**src/rtl/cpu_trace_capture_pkg.sv**
```systemverilog
// Shared types and helpers for the instruction-boundary trace buffer.
//   trace_state_e  : capture FSM states, encoding is visible on the State port
//   T_CAPTURE_BIT  : bit of the CPU timing bus that marks a fetch-start slot
//   clog2_min1     : index width that never collapses to zero bits
package cpu_trace_pkg;

    typedef enum logic [1:0] {
        IDLE = 2'd0,
        PRE  = 2'd1,
        POST = 2'd2,
        DONE = 2'd3
    } trace_state_e;

    localparam int T_CAPTURE_BIT = 0;

    function automatic int clog2_min1(input int n);
        return (n <= 2) ? 1 : $clog2(n);
    endfunction

endpackage

```
**src/rtl/cpu_trace_capture_if.sv**
```systemverilog
// Readout port of the trace buffer.
//   RdReq   : request one entry (master -> slave)
//   RdData  : oldest stored snapshot, valid with RdValid (slave -> master)
//   RdValid : one-cycle pulse per accepted request (slave -> master)
interface cpu_trace_capture_if #(
    parameter int W = 64
);
    logic         RdReq;
    logic [W-1:0] RdData;
    logic         RdValid;

    modport master (output RdReq, input RdData, input RdValid);
    modport slave  (input RdReq, output RdData, output RdValid);
endinterface

```
**src/rtl/cpu_trace_capture_ram.sv**
```systemverilog
// Snapshot storage: DEPTH x WIDTH, synchronous write, registered read.
//   Clock, Reset : clock, synchronous active-high reset (read register only)
//   we_i/waddr_i/wdata_i : write port
//   re_i/raddr_i         : read request, data appears on rdata_o next edge
//   rdata_o              : registered read data, holds between reads
module trace_ram #(
    parameter int DEPTH = 16,
    parameter int WIDTH = 64,
    parameter int AW    = 4
) (
    input  logic             Clock,
    input  logic             Reset,
    input  logic             we_i,
    input  logic [AW-1:0]    waddr_i,
    input  logic [WIDTH-1:0] wdata_i,
    input  logic             re_i,
    input  logic [AW-1:0]    raddr_i,
    output logic [WIDTH-1:0] rdata_o
);

    logic [WIDTH-1:0] mem_q [DEPTH];
    logic [WIDTH-1:0] rdata_q;

    always_ff @(posedge Clock) begin
        if (we_i) mem_q[waddr_i] <= wdata_i;
    end

    always_ff @(posedge Clock) begin
        if (Reset)     rdata_q <= '0;
        else if (re_i) rdata_q <= mem_q[raddr_i];
    end

    assign rdata_o = rdata_q;

endmodule

```
**src/rtl/cpu_trace_capture.sv**
```systemverilog
// Instruction-boundary trace buffer. Snoops CHANNELS architectural buses on
// every fetch-start slot, keeps a circular window around a programmable
// trigger, then replays the window oldest-first through the readout port.
//   Clock, Reset         : clock, synchronous active-high reset
//   T                    : CPU timing bus, T[T_CAPTURE_BIT] qualifies a sample
//   ChanIn               : packed snooped buses, channel 0 in LSBs
//   Arm                  : start a new capture (honoured in IDLE/DONE)
//   TrigChan/TrigValue   : trigger channel and match value
//   PostCount            : samples after the trigger sample (clamped DEPTH-1)
//   rd                   : readout port (RdReq / RdData / RdValid)
//   Count, Empty         : entries held
//   Triggered, State     : capture status
module cpu_trace_capture
    import cpu_trace_pkg::*;
#(
    parameter int DATA_WIDTH = 16,
    parameter int CHANNELS   = 4,
    parameter int DEPTH      = 16,
    parameter int T_WIDTH    = 8
) (
    input  logic                                Clock,
    input  logic                                Reset,
    input  logic [T_WIDTH-1:0]                  T,
    input  logic [CHANNELS*DATA_WIDTH-1:0]      ChanIn,
    input  logic                                Arm,
    input  logic [clog2_min1(CHANNELS)-1:0]     TrigChan,
    input  logic [DATA_WIDTH-1:0]               TrigValue,
    input  logic [$clog2(DEPTH):0]              PostCount,
    cpu_trace_capture_if.slave                  rd,
    output logic [$clog2(DEPTH):0]              Count,
    output logic                                Empty,
    output logic                                Triggered,
    output logic [1:0]                          State
);

    localparam int W   = CHANNELS * DATA_WIDTH;
    localparam int PW  = clog2_min1(DEPTH);
    localparam int CW  = $clog2(DEPTH) + 1;
    localparam int TCW = clog2_min1(CHANNELS);

    trace_state_e  state_q, state_d;
    logic [PW-1:0] wptr_q, wptr_d;
    logic [PW-1:0] rptr_q, rptr_d;
    logic [CW-1:0] count_q, count_d;
    logic [CW-1:0] post_q, post_d;
    logic          trig_q, trig_d;
    logic          rdvalid_q;

    logic          sample;
    logic          hit;
    logic          full;
    logic          rd_accept;
    logic [CW-1:0] post_load;
    logic          unused_t;

    // Only the capture bit of the timing bus matters here.
    assign unused_t = ^T;

    assign sample    = T[T_CAPTURE_BIT] && (state_q == PRE || state_q == POST);
    assign full      = (count_q == CW'(DEPTH));
    // Arm beats a same-cycle read in DONE.
    assign rd_accept = (state_q == DONE) && !Arm && rd.RdReq && (count_q != '0);
    assign post_load = (PostCount > CW'(DEPTH - 1)) ? CW'(DEPTH - 1) : PostCount;

    // Channel mux for the trigger compare; an out-of-range TrigChan never hits.
    always_comb begin
        hit = 1'b0;
        for (int c = 0; c < CHANNELS; c++) begin
            if (TrigChan == TCW'(c))
                hit = (ChanIn[c*DATA_WIDTH +: DATA_WIDTH] == TrigValue);
        end
    end

    always_comb begin
        state_d = state_q;
        wptr_d  = wptr_q;
        rptr_d  = rptr_q;
        count_d = count_q;
        post_d  = post_q;
        trig_d  = trig_q;
        unique case (state_q)
            IDLE, DONE: begin
                if (Arm) begin
                    state_d = PRE;
                    wptr_d  = '0;
                    rptr_d  = '0;
                    count_d = '0;
                    post_d  = '0;
                    trig_d  = 1'b0;
                end else if (rd_accept) begin
                    rptr_d  = rptr_q + 1'b1;
                    count_d = count_q - 1'b1;
                end
            end
            PRE, POST: begin
                if (sample) begin
                    wptr_d = wptr_q + 1'b1;
                    // A full buffer drops its oldest entry to make room.
                    if (full) rptr_d  = rptr_q + 1'b1;
                    else      count_d = count_q + 1'b1;
                    if (state_q == PRE) begin
                        if (hit) begin
                            trig_d  = 1'b1;
                            post_d  = post_load;
                            state_d = (post_load == '0) ? DONE : POST;
                        end
                    end else begin
                        post_d = post_q - 1'b1;
                        if (post_q == CW'(1)) state_d = DONE;
                    end
                end
            end
            default: state_d = IDLE;
        endcase
    end

    always_ff @(posedge Clock) begin
        if (Reset) begin
            state_q   <= IDLE;
            wptr_q    <= '0;
            rptr_q    <= '0;
            count_q   <= '0;
            post_q    <= '0;
            trig_q    <= 1'b0;
            rdvalid_q <= 1'b0;
        end else begin
            state_q   <= state_d;
            wptr_q    <= wptr_d;
            rptr_q    <= rptr_d;
            count_q   <= count_d;
            post_q    <= post_d;
            trig_q    <= trig_d;
            rdvalid_q <= rd_accept;
        end
    end

    trace_ram #(
        .DEPTH (DEPTH),
        .WIDTH (W),
        .AW    (PW)
    ) u_ram (
        .Clock   (Clock),
        .Reset   (Reset),
        .we_i    (sample),
        .waddr_i (wptr_q),
        .wdata_i (ChanIn),
        .re_i    (rd_accept),
        .raddr_i (rptr_q),
        .rdata_o (rd.RdData)
    );

    assign rd.RdValid = rdvalid_q;
    assign Count      = count_q;
    assign Empty      = (count_q == '0);
    assign Triggered  = trig_q;
    assign State      = state_q;

endmodule

```
**src/flat_wrapper.sv**
```systemverilog
// flat-port wrapper written by rule: the top's interface ports become plain ports
module cpu_trace_capture_flat import cpu_trace_pkg::*;
#(
    parameter int DATA_WIDTH = 16,
    parameter int CHANNELS   = 4,
    parameter int DEPTH      = 16,
    parameter int T_WIDTH    = 8
)
  (Clock, Reset, T, ChanIn, Arm, TrigChan, TrigValue, PostCount, Count, Empty, Triggered, State, rd_RdReq, rd_RdData, rd_RdValid);
  cpu_trace_capture_if #(.W(((4) * (16)))) rd_i ();
  input  logic Clock;
  input  logic Reset;
  input  logic [T_WIDTH-1:0] T;
  input  logic [CHANNELS*DATA_WIDTH-1:0] ChanIn;
  input  logic Arm;
  input  logic [clog2_min1(CHANNELS)-1:0] TrigChan;
  input  logic [DATA_WIDTH-1:0] TrigValue;
  input  logic [$clog2(DEPTH):0] PostCount;
  output logic [$clog2(DEPTH):0] Count;
  output logic Empty;
  output logic Triggered;
  output logic [1:0] State;
  input wire logic [$bits(rd_i.RdReq)-1:0] rd_RdReq;
  output wire logic [$bits(rd_i.RdData)-1:0] rd_RdData;
  output wire logic [$bits(rd_i.RdValid)-1:0] rd_RdValid;
  assign rd_i.RdReq = rd_RdReq;
  assign rd_RdData = rd_i.RdData;
  assign rd_RdValid = rd_i.RdValid;
  cpu_trace_capture #(.DATA_WIDTH(DATA_WIDTH), .CHANNELS(CHANNELS), .DEPTH(DEPTH), .T_WIDTH(T_WIDTH)) u_core (.Clock(Clock), .Reset(Reset), .T(T), .ChanIn(ChanIn), .Arm(Arm), .TrigChan(TrigChan), .TrigValue(TrigValue), .PostCount(PostCount), .rd(rd_i), .Count(Count), .Empty(Empty), .Triggered(Triggered), .State(State));
endmodule
```
**config.mk**
```make
export PLATFORM = sky130hd
export DESIGN_NAME = cpu_trace_capture_flat
export DESIGN_NICKNAME = d
export VERILOG_FILES = /design/src/rtl/cpu_trace_capture_pkg.sv /design/src/rtl/cpu_trace_capture_if.sv /design/src/rtl/cpu_trace_capture_ram.sv /design/src/rtl/cpu_trace_capture.sv /design/src/flat_wrapper.sv
export SDC_FILE = /design/constraint.sdc
export NUM_CORES = 1
export LEC_CHECK = 0
export BUFFER_PORTS_ARGS = -buffer_cell sky130_fd_sc_hd__buf_4
export CORE_MARGIN = 1.5
export CORE_UTILIZATION = 61
export CTS_CLUSTER_DIAMETER = 30
export DETAILED_ROUTE_END_ITERATION = 7
export PLACE_DENSITY_LB_ADDON = 0.25
export SKIP_CTS_REPAIR_TIMING = 1
export SYNTH_ARGS = -nofsm -noshare
export SYNTH_HDL_FRONTEND = slang
export SYNTH_SLANG_ARGS = --single-unit
```
**constraint.sdc**
```tcl
create_clock -name Clock -period 4.4 [get_ports Clock]
set_input_delay 0.66 -clock Clock [delete_from_list [all_inputs] [get_ports Clock]]
set_output_delay 0.66 -clock Clock [all_outputs]
set_load 0.01 [all_outputs]
```
# Yosys cells after proc, flatten, opt, wreduce, memory -nomap -nowiden
# Memory sizes are Yosys's and may differ from the RTL's. A register that Yosys moved wholly into a read port is not among the register bits.
# Cells that the tools add are included.
# classes
addsub,5
mul,0
n_div,0
order_cmp,1
eq_ne,21
n_shift,0
muxes,37
bitwise_logic,0
reduce_logical,19
# op_table
operator,n
equality test 16 bit,4
2-to-1 mux 5 bit,9
2-to-1 mux 4 bit,6
case mux 5 bit (2 select lines),2
case mux 4 bit (2 select lines),2
2-to-1 mux 1 bit,11
zero test 5 bit,2
2-to-1 mux 2 bit,5
subtractor 5 x 1 -> 5 bit (second input constant),2
AND reduction 3 bit,3
adder 4 x 1 -> 4 bit (second input constant),2
equality test 2 bit (second input constant),4
!= test 2 x 1 -> 1 bit (second input constant),4
AND reduction 4 bit,2
!= test 3 x 2 -> 1 bit (second input constant),2
adder 5 x 1 -> 5 bit (second input constant),1
equality test 5 x 1 -> 1 bit (second input constant),1
equality test 5 bit (second input constant),1
greater-than comparator 5 x 4 -> 1 bit (second input constant),1
nonzero test 5 bit,1
equality test 2 x 1 -> 1 bit (second input constant),2
logical AND 1 bit,4
zero test 2 bit,2
!= test 2 bit (second input constant),2
7 further kinds,8
# totals
regBits,22
latch_bits,0
ram_bits,1024
mem_bits_ro,0
inputBits,99
output_inout_bits,74
memories,1
# memory_table
name,words,word_bits,rd,rd_clocked_by_memory_dff,write_ports,line,source
u_core.u_ram.mem_q,16,64,1,1,1,cpu_trace_capture_ram.sv:21,logic [WIDTH-1:0] mem_q [DEPTH];

# Logic depth before layout (Yosys ltp)
# Gate-level depths: netlist (run 1).
# depth
depth_word,9
depth_mapped,10
ltp_nobuf,9

# Modules after synthesis
# Synthesis (run 1) repeated with hierarchy kept, for this count alone.
# hier_totals
cells_unflattened,2689
area_unflattened_um2,43784.5
# modules_own_cells
module,n_inst,cells_each,area_per_inst_um2
trace_ram,1,2403,41559.9
cpu_trace_capture,1,286,2224.6

# Worst setup path after synthesis (run 1)
# No wires, ideal clock.
# synth_path
path_kind,reg2reg
from,reg u_core.state_q[0] (netlist: u_core.State[0])
to,mem u_core.u_ram.mem_q[4][0] (enable)
setup_ns,0.429
t_arrival_ns,2.872
required_ns,3.971
setup_slack_ns,1.099
stages_incl_launch_ff,8
cell_sequence,dfxtp_1 inv_1 ha_1 and2b_1 buf_6 nand2_1 nor2_1 and2_1
# synth_via
elab_chain_cells,5
# synth_lines
item,line,source
start: declaration,cpu_trace_capture.sv:41,"trace_state_e state_q, state_d;"
start signal: assignment,cpu_trace_capture.sv:127,state_q <= state_d;
equality test 2 x 1 -> 1 bit / equality test 2 bit (equally long branches),cpu_trace_capture.sv:59,assign sample = T[T_CAPTURE_BIT] && (state_q == PRE || state_q == POST);
logical OR 1 bit (*),cpu_trace_capture.sv:59,
logical AND 1 bit (*),cpu_trace_capture.sv:59,
2-to-1 mux 1 bit (*),cpu_trace_capture_ram.sv:25,if (we_i) mem_q[waddr_i] <= wdata_i;
2-to-1 mux 1 bit (not written as such) (*),cpu_trace_capture_ram.sv:25,
end: declaration,cpu_trace_capture_ram.sv:21,
# Mark *: on every way between the ends. The rest lies on a longest branch, timed or not.

# Final worst setup path (run 1)
# layout_path
from,reg u_core.state_q[0] (netlist: u_core.State[0])
to,mem u_core.u_ram.mem_q[11][58] (enable)
# The elaborated chain is that of the path after synthesis.

==> impl_metrics.yaml, run 1 <==
timing:
  hold_viol_final: 0
  finalSetupViolations: 0
  fmax_mhz: 307.4
  tns_ns: 0
  fin_crit_sh: 0.7393
  tightestPinTransition_ns: 1.159
  layout_min_cycle_time_ns: 3.253
  rsz0062_at_grt: "false"
  slew_headroom: 0.2276
  maxSlewViolCount: 0
  fin_skew_ns: 0.02689
power_and_ir_drop:
  powerDensity_nw_per_um2: 585.3
  p_leak_uw: 0.01641
  ir_worst_vdd_mv: 0.4827
  pwr-share-clk: 0.466
  p_total_uw: 30070
  seq_power_share: 0.401
  p_switching_uw: 7045
  pwr-share-comb: 0.133
  swShare: 0.2343
  p_int_uw: 23030
critical_path:
  cp.required_ns: 4.82
  reg2reg_from: "u_core.State[0]"
  critPathLaunch: "u_core.State[0]"
  end_kind: "flop"
  timing.critical_path.to: "u_core.u_ram.mem_q[11][58]"
  crit_buf_inv: 3
  reg2reg_to: "u_core.u_ram.mem_q[11][58]"
  critPathArrivalTime_ns: 3.67
  reg2regPathDepth: 7
  worstPathCellList: "inv_1, ha_1, inv_2, nand2_1, nor3b_1, and2_4, buf_4"
  critPathMaxStageDelay_ns: 0.70
  rrSetupSlack_ns: 1.15
  path_delay_family: "simple AND/OR/NAND/NOR gates"
  worstSetupPathDepth: 7
  crit_slowest_cell: "and2_4"
  critPathMaxFanout: 33
  criticalPathCategory: "flop to flop"
  startpoint_type: "flop"
yosys:
  synth_warnings: 0
  ys_seq_elements: 1110
  synth_edf_count: 1024
  synth_nets: 2095
  syn_area_per_cell_um2: 21.54
  netlist_instances: 1983
  ys_seq_area_frac: 0.7603
  ys_types: 54
  synth_area_um2: 42710
  async_reset_ff_frac: 0
  synthFlopType: "edfxtp_1"
routing:
  firstDrtPassIters: 5
  vias: 21978
  via_per_inst: 6.588
  post-route-drc-count: 0
  routed_wl_um: 106400
  final_antenna_net_count: 0
  drtIter0Drc: 2428
  wl_per_cell_um: 31.89
placed_design:
  globalplace.congestion: 0.7901
  dpl.hpwl_um: 52820
  portBuffers: 165
grt:
  grt_pass1_vias: 23143
  overflow: 0
  grt_usage: 0.3079
  grt_pass1_wl_um: 154000
  grtUsageMet3: 0.06758
  grt_max_degree: 98
  grtUsageMet1: 0.3966
  antenna_found_initial: 4
  top_usage_layer: "met2"
  use_met2: 0.5094
floorplanning:
  dieArea_um2: 71610
  core_um2: 68950
  initial_core_util: 0.6194
  dieHeight_um: 267.6
  rows: 96
  die_width_um: 267.6
  pin_count: 173
finish:
  finalNetCount: 2374
  final_layout_size_suffix_gt1_frac: 0.3471
  syn_to_final_growth_pct: 20.31
run_status:
  outcome: "completed"
clocking:
  htree_levels: 4
  cts_tree: "built"
  numCtsBuffers: 170
  cts_root_buf: "clkbuf_16"
  path_clk_slew_ns: 0.06
  clk_latency_ns: 0.75
  max-clock-path-buffers: 3
  clock-sinks: 1110
run:
  cap_violations: 0
hold_path:
  hold_depth: 1
  hp-class: "primary input to flop"
==> flip-flops by register name (all words and copies together) (netlist names), 2 cells and up <==
| signal | cells |
|---|---|
| u_core.u_ram.mem_q | 1024 |
| u_core.Count | 5 |
| u_core.post_q | 5 |
| u_core.rptr_q | 4 |
| u_core.wptr_q | 4 |
| u_core.u_ram.rdata_o | 64 |
| u_core.State | 2 |
==> power groups by stage <==
| stage | logic, uW | clock network (uW) | registers [uW] |
|---|---|---|---|
| 2_1_floorplan | 2910 | 0 | 12200 |
| 3_3_place_gp | 3840 | 0 | 12200 |
| 3_5_place_dp | 3930 | 0 | 12300 |
| 4_1_cts | 4020 | 14100 | 12100 |
| 5_1_grt | 4240 | 14600 | 12100 |
| 6_report | 3990 | 14000 | 12100 |
==> layer usage <==
layer / vias to the layer above / share of wire
li1: 8805 / -
met1: 11595 / 0.36
met2: 1312 / 0.51
met3: 260 / 0.090
met4: 6 / 0.038
met5: - / 0.00092
==> cells in the final DEF, fill, tap and decap left out, types with 3 or more instances in the layout <==
| cell | instances |
|---|---|
| nor4_1 | 10 |
| o21ai_0 | 9 |
| clkinv_1 | 24 |
| nand2_1 | 153 |
| nand3_1 | 10 |
| dfxtp_4 | 4 |
| mux2i_1 | 5 |
| clkbuf_1 | 14 |
| inv_6 | 11 |
| and2_4 | 16 |
| dfxtp_1 | 82 |
| edfxtp_1 | 1024 |
| inv_1 | 10 |
| buf_4 | 181 |
| xnor2_1 | 21 |
| buf_12 | 25 |
| nand4_1 | 8 |
| clkbuf_16 | 175 |
| a21oi_1 | 72 |
| clkinvlp_4 | 15 |
| clkinv_2 | 25 |
| o21ai_1 | 3 |
| a211oi_1 | 3 |
| mux4_2 | 320 |
| bufinv_16 | 32 |
| clkinv_4 | 13 |
| clkinv_8 | 4 |
| xor2_1 | 47 |
| nor3_1 | 11 |
| ha_1 | 13 |
| nor2_1 | 22 |
==> worst reg2reg max path, delay by kind of cell (launching register included) <==
family,cells,cell delay [ns]
simple gates,3,1.34
buf+inv,3,0.72
fa+ha+maj,1,0.48
flops,1,0.40
==> how the worst min path moves through the flow <==
stage / startpoint / end
floorplan: u_core.post_q[1] / u_core.post_q[1]
global placement: u_core.u_ram.rdata_o[34] / u_core.u_ram.rdata_o[34]
detailed placement: u_core.u_ram.rdata_o[22] / u_core.u_ram.rdata_o[22]
CTS: ChanIn[24] / u_core.u_ram.mem_q[15][24]
global route: ChanIn[40] / u_core.u_ram.mem_q[1][40]
finish: ChanIn[24] / u_core.u_ram.mem_q[15][24]
==> cells in the mapped netlist, drive strengths merged, types with 2 or more instances <==
cell type	n	share of area
edfxtp	1024	0.72
mux4	320	0.17
nand2	153	0.013
dfxtp	86	0.040
a21oi	73	0.0088
clkbuf	53	0.0047
xor2	47	0.0096
buf	46	0.0053
nor2	24	0.0022
xnor2	21	0.0043
and2	17	0.0025
ha	13	0.0038
nor3	12	0.0014
o21ai	12	0.0014
inv	11	0.00097
nand3	10	0.0012
nor4	10	0.0015
nand4	8	0.0012
mux2i	5	0.0012
a211oi	4	0.00082
a22oi	2	0.00035
a311oi	2	0.00041
and3	2	0.00029
nor2b	2	0.00029
nor3b	2	0.00035
o211ai	2	0.00035
o22ai	2	0.00029
or3	2	0.00029
==> stage by stage <==
stage / worst slack [ns] / std cells / instance area, um2 / util / hold WS [ns]
2_1_floorplan: 1.099 / 1983 / 42710 / - / 0.4479
3_3_place_gp: 1.323 / 3021 / 45370 / 0.6580 / 0.4427
3_5_place_dp: 1.202 / 3021 / 45370 / 0.6580 / 0.4478
4_1_cts: 1.193 / 3334 / 51380 / 0.7452 / 0.1958
5_1_grt: 1.017 / 3336 / 51380 / 0.7452 / 0.2195
6_report: 1.147 / 3336 / 51380 / 0.7452 / 0.2334
==> final cells by class <==
class	instances	area (um2)
Clock inverter	123	1560
Fill cell	3732	17570
Sequential cell	1110	32490
Multi-Input combinational cell	762	9814
Timing Repair Buffer	206	1859
Antenna cell	2	5.005
Clock buffer	190	4446
Tap cell	931	1165
Inverter	12	45.04
==> cells by family (layout without fill, tap and decap cells) <==
group	after synthesis	in the layout	synth area share
adder cells (fa/ha/maj)	13	13	0.003809
multiplexers	326	326	0.1702
buffers and inverters	111	531	0.01102
other	0	2	0
AND/OR/NAND/NOR	246	246	0.02558
XOR/XNOR	68	68	0.01395
flip-flops	1110	1110	0.7603
AO/OA/AOI/OAI	109	109	0.01512
Power figures use the tool's default switching activity.
==> run 2, diff against run 1 <==
--- a/config.mk
+++ b/config.mk
@@ -7,7 +7,7 @@
 export LEC_CHECK = 0
 export BUFFER_PORTS_ARGS = -buffer_cell sky130_fd_sc_hd__buf_4
 export CORE_MARGIN = 1.5
-export CORE_UTILIZATION = 61
+export CORE_UTILIZATION = 55
 export CTS_CLUSTER_DIAMETER = 30
 export DETAILED_ROUTE_END_ITERATION = 7
 export PLACE_DENSITY_LB_ADDON = 0.25
==> constraint.sdc (replaced) <==
create_clock -name Clock -period 2.9 [get_ports Clock]
set_input_delay 0.435 -clock Clock [delete_from_list [all_inputs] [get_ports Clock]]
set_output_delay 0.435 -clock Clock [all_outputs]
set_load 0.01 [all_outputs]
==> run 2 against run 1 <==
Against the previous run: global-route usage shrank 3.4 points; count of clock-buffer cells in the layout grew 30; worst hold slack lost 0.23 ns; critical path type is now primary input to flop; largest cell class unchanged.
==> impl_metrics.yaml, run 2 (synthesis results as in run 1) <==
critical_path:
  critPathArrivalTime_ns: 3.39
  critPathMaxFanout: 17
  cp.required_ns: 3.51
  critPathLaunch: "ChanIn[58]"
  end_kind: "flop"
  timing.critical_path.to: "u_core.State[1]"
  reg2regPathDepth: 8
  reg2reg_to: "u_core.u_ram.mem_q[1][51]"
  criticalPathCategory: "primary input to flop"
  startpoint_type: "primary input"
  rrSetupSlack_ns: 0.17
  reg2reg_from: "u_core.State[0]"
power_and_ir_drop:
  seq_power_share: 0.385
  swShare: 0.2359
  ir_worst_vdd_mv: 0.7178
  pwr-share-clk: 0.480
  p_switching_uw: 11140
  p_total_uw: 47210
  p_int_uw: 36070
  powerDensity_nw_per_um2: 892.1
  pwr-share-comb: 0.134
  p_leak_uw: 0.01702
routing:
  wl_per_cell_um: 30.00
  vias: 21976
  routed_wl_um: 105600
  drtIter0Drc: 2348
  final_antenna_net_count: 0
  via_per_inst: 6.243
  firstDrtPassIters: 7
  post-route-drc-count: 0
timing:
  fin_ws_ns: 0.1231
  whs_ns: 0.006656
  slew_headroom: 0.3813
  rsz0062_at_grt: "false"
  fmax_mhz: 360.1
  finalSetupViolations: 0
  layout_min_cycle_time_ns: 2.777
  tightestPinTransition_ns: 0.9237
  fin_crit_sh: 0.9576
  tns_ns: 0
  hold_viol_final: 0
  maxSlewViolCount: 0
  fin_skew_ns: 0.03526
clocking:
  cts_tree: "built"
  path_clk_slew_ns: 0.05
  cts_root_buf: "clkbuf_16"
  clk_latency_ns: 0.77
  htree_levels: 4
  clock-sinks: 1110
  numCtsBuffers: 186
  max-clock-path-buffers: 3
finish:
  n_fill_cell: 4565
  mostFrequentLayoutCell: "edfxtp_1"
  regMostFlops: "u_core.u_ram.mem_q"
  final_layout_size_suffix_gt1_frac: 0.3647
  design_area_um2: 52910
  syn_to_final_growth_pct: 23.90
  diodes: 0
  largest_reg_flops: 1024
  final_cell_mix: "1024 x edfxtp_1, 320 x mux4_2, 191 x clkbuf_16, 187 x buf_4, 153 x nand2_1"
  finalNetCount: 2440
run_status:
  outcome: "completed"
grt:
  grt_max_degree: 57
  grt_pass1_wl_um: 154200
  grt_usage: 0.2743
  overflow: 0
  grt_pass1_vias: 23086
  antenna_found_initial: 4
hold_path:
  hp-class: "primary input to flop"
  hold_depth: 1
floorplanning:
  dieArea_um2: 79330
  pin_count: 173
  dieHeight_um: 281.7
  rows: 101
  die_width_um: 281.7
  core_um2: 76450
  initial_core_util: 0.5586
placed_design:
  portBuffers: 165
  dpl.hpwl_um: 56770
  post-place-ws_ns: -0.05742
  post_dp_cell_area_um2: 46200
  globalplace.congestion: 0.7860
run:
  cap_violations: 0
-- run 2: cell type report --
cell class	count	area [um2]	area share
sequential	1110	32490	0.6139
multi-input combinational	762	9819	0.1856
clock buffer	220	4938	0.09333
timing repair buffer	256	2675	0.05055
tap	1030	1289	0.02436
clock inverter	130	1662	0.03140
inverter	12	45.04	0.0008512
-- run 2: worst min path at each step --
stage | startpoint | endpoint | slack (ns)
2_1_floorplan | u_core.post_q[1] | u_core.post_q[1] | 0.45
3_3_place_gp | u_core.u_ram.rdata_o[32] | u_core.u_ram.rdata_o[32] | 0.44
3_5_place_dp | u_core.u_ram.rdata_o[51] | u_core.u_ram.rdata_o[51] | 0.45
4_1_cts | ChanIn[12] | u_core.u_ram.mem_q[7][12] | -0.05
5_1_grt | ChanIn[62] | u_core.u_ram.mem_q[13][62] | 0.002
6_report | ChanIn[7] | u_core.u_ram.mem_q[7][7] | 0.007
-- run 2: power by group through the flow --
stage	Sequential (uW)	Clock (uW)	Combinational (uW)
global route	18200	23600	6770
finish	18200	22700	6340
global placement	18500	0	6210
CTS	18200	22900	6400
detailed placement	18500	0	6320
floorplan	18400	0	4420
-- run 2: per-stage QoR --
step / utilization / instances
detailed placement: 0.6043 / 3159
global placement: 0.6043 / 3159
CTS: 0.6906 / 3509
finish: 0.6921 / 3520
floorplan: - / 1983
global route: 0.6921 / 3520
-- run 2: layer usage --
metal,routed length [um],up-vias,GRT usage
met3,8334,190,0.05800
met5,56,-,0
li1,-,8969,-
met4,2913,8,0.09801
met1,39600,11708,0.3568
met2,54700,1101,0.4620
-- run 2: critical path: stages --
cell	delay (ns)
dlygate4sd3_1	0.56
buf_4	0.20
xor2_1	0.17
nor3_1	0.40
nand3_1	0.39
o32ai_2	0.55
nor2_2	0.12
a211oi_2	0.22
mux2_1	0.35
==> run 3, diff against run 2 <==
==> constraint.sdc (replaced) <==
create_clock -name Clock -period 2.9 [get_ports Clock]
set_input_delay 0.58 -clock Clock [delete_from_list [all_inputs] [get_ports Clock]]
set_output_delay 0.58 -clock Clock [all_outputs]
set_load 0.01 [all_outputs]
==> run 3 against run 2 <==
Against the previous run: clock skew down 0.011 ns; maximum frequency hardly changed; combinational power is 0.9% lower; final cell count fell by 0.80%; setup slack lost 0.0011 ns; die area unchanged; sequential power barely moved; wire length grew 0.89%; critical endpoint is now u_core.u_ram.mem_q[0][2].
==> impl_metrics.yaml, run 3 (synthesis results as in run 1) <==
run_status:
  outcome: "completed"
routing:
  wl_per_cell_um: 30.51
  routed_wl_um: 106500
  post-route-drc-count: 0
  via_per_inst: 6.282
  firstDrtPassIters: 7
  drtIter0Drc: 2297
  final_antenna_net_count: 0
  vias: 21938
placed_design:
  post-place-ws_ns: -0.1224
  globalplace.congestion: 0.7974
  post_dp_cell_area_um2: 46050
  dpl.hpwl_um: 56150
  portBuffers: 165
timing:
  slew_headroom: 0.5018
  fin_skew_ns: 0.02413
  layout_min_cycle_time_ns: 2.778
  fmax_mhz: 360.0
  fin_crit_sh: 0.9580
  fin_ws_ns: 0.1219
  maxSlewViolCount: 0
  whs_ns: 0.1369
  rsz0062_at_grt: "false"
  finalSetupViolations: 0
  tightestPinTransition_ns: 0.7439
  hold_viol_final: 0
critical_path:
  critPathArrivalTime_ns: 3.22
  cp.required_ns: 3.34
  end_kind: "flop"
  criticalPathCategory: "flop to flop"
  rrSetupSlack_ns: 0.12
  crit_slowest_cell: "and2_4"
  critPathMaxFanout: 20
  critPathMaxStageDelay_ns: 0.44
  startpoint_type: "flop"
  worstPathCellList: "inv_1, ha_1, buf_4, inv_2, nand2_1, nor3_1, and2_4, buf_12"
grt:
  grt_pass1_vias: 23020
  grt_max_degree: 77
  grt_pass1_wl_um: 154900
  overflow: 0
  antenna_found_initial: 8
  grt_usage: 0.2766
clocking:
  clock-sinks: 1110
  clk_latency_ns: 0.76
  path_clk_slew_ns: 0.05
  cts_root_buf: "clkbuf_16"
  htree_levels: 4
  numCtsBuffers: 178
  max-clock-path-buffers: 3
  cts_tree: "built"
finish:
  utilization: 0.6882
  design_area_um2: 52610
  regMostFlops: "u_core.u_ram.mem_q"
  mostFrequentLayoutCell: "edfxtp_1"
  final_layout_size_suffix_gt1_frac: 0.3666
  final_cell_mix: "1024 x edfxtp_1, 320 x mux4_2, 191 x buf_4, 178 x clkbuf_16, 153 x nand2_1"
  n_fill_cell: 4493
  finalNetCount: 2416
  syn_to_final_growth_pct: 23.20
  largest_reg_flops: 1024
floorplanning:
  die_width_um: 281.7
  dieHeight_um: 281.7
  dieArea_um2: 79330
  pin_count: 173
  initial_core_util: 0.5586
  core_um2: 76450
  rows: 101
run:
  cap_violations: 0
power_and_ir_drop:
  p_leak_uw: 0.01691
  p_total_uw: 47100
  ir_worst_vdd_mv: 0.6876
  powerDensity_nw_per_um2: 895.2
hold_path:
  hp-class: "primary input to flop"
-- run 3: worst paths after layout --
kind	endpoint	from	cells after the start
worst max register to register	u_core.u_ram.mem_q[0][2]	u_core.State[0]	8
worst min register to register	u_core.u_ram.rdata_o[29]	u_core.u_ram.rdata_o[29]	2
worst max-delay path	u_core.u_ram.mem_q[0][2]	u_core.State[0]	8
worst min-delay path	u_core.u_ram.mem_q[14][22]	ChanIn[22]	1
-- run 3: final cells by class --
type | count | area, um2 | area share
sequential | 1110 | 32490 | 0.6175
multi-input combinational | 762 | 9819 | 0.1866
antenna | 4 | 10.01 | 0.0001902
tap | 1030 | 1289 | 0.02449
timing repair buffer | 240 | 2415 | 0.04590
inverter | 12 | 45.04 | 0.0008561
clock inverter | 137 | 1963 | 0.03731
clock buffer | 197 | 4586 | 0.08716
-- run 3: routing by layer --
| layer | up-vias | wire length [um] | track usage |
|---|---|---|---|
| li1 | 8918 | - | - |
| met1 | 11687 | 40300 | 0.3604 |
| met3 | 224 | 7906 | 0.05510 |
| met4 | 8 | 3365 | 0.1052 |
| met5 | - | 49 | 0 |
| met2 | 1101 | 54920 | 0.4649 |
-- run 3: power by group --
group	switching, uW	total, uW	internal (uW)	leakage [uW]
Clock	7990	22700	14700	0.00315
Sequential	220	18200	17900	0.00991
Combinational	3050	6280	3230	0.00385
Total	11300	47100	35800	0.0169
-- run 3: worst max-delay path: cells and delay by family, from the launching register on --
kind	cells	cell delay, ns
buf+inv	4	0.65
flops	1	0.40
simple gates	3	1.04
fa+ha+maj	1	0.34
-- run 3: per-stage QoR --
stage               cells  TNS (ns)
floorplan            1983         0
global placement     3154   -0.3678
detailed placement   3154   -0.5703
CTS                  3488         0
global route         3491         0
finish               3492         0
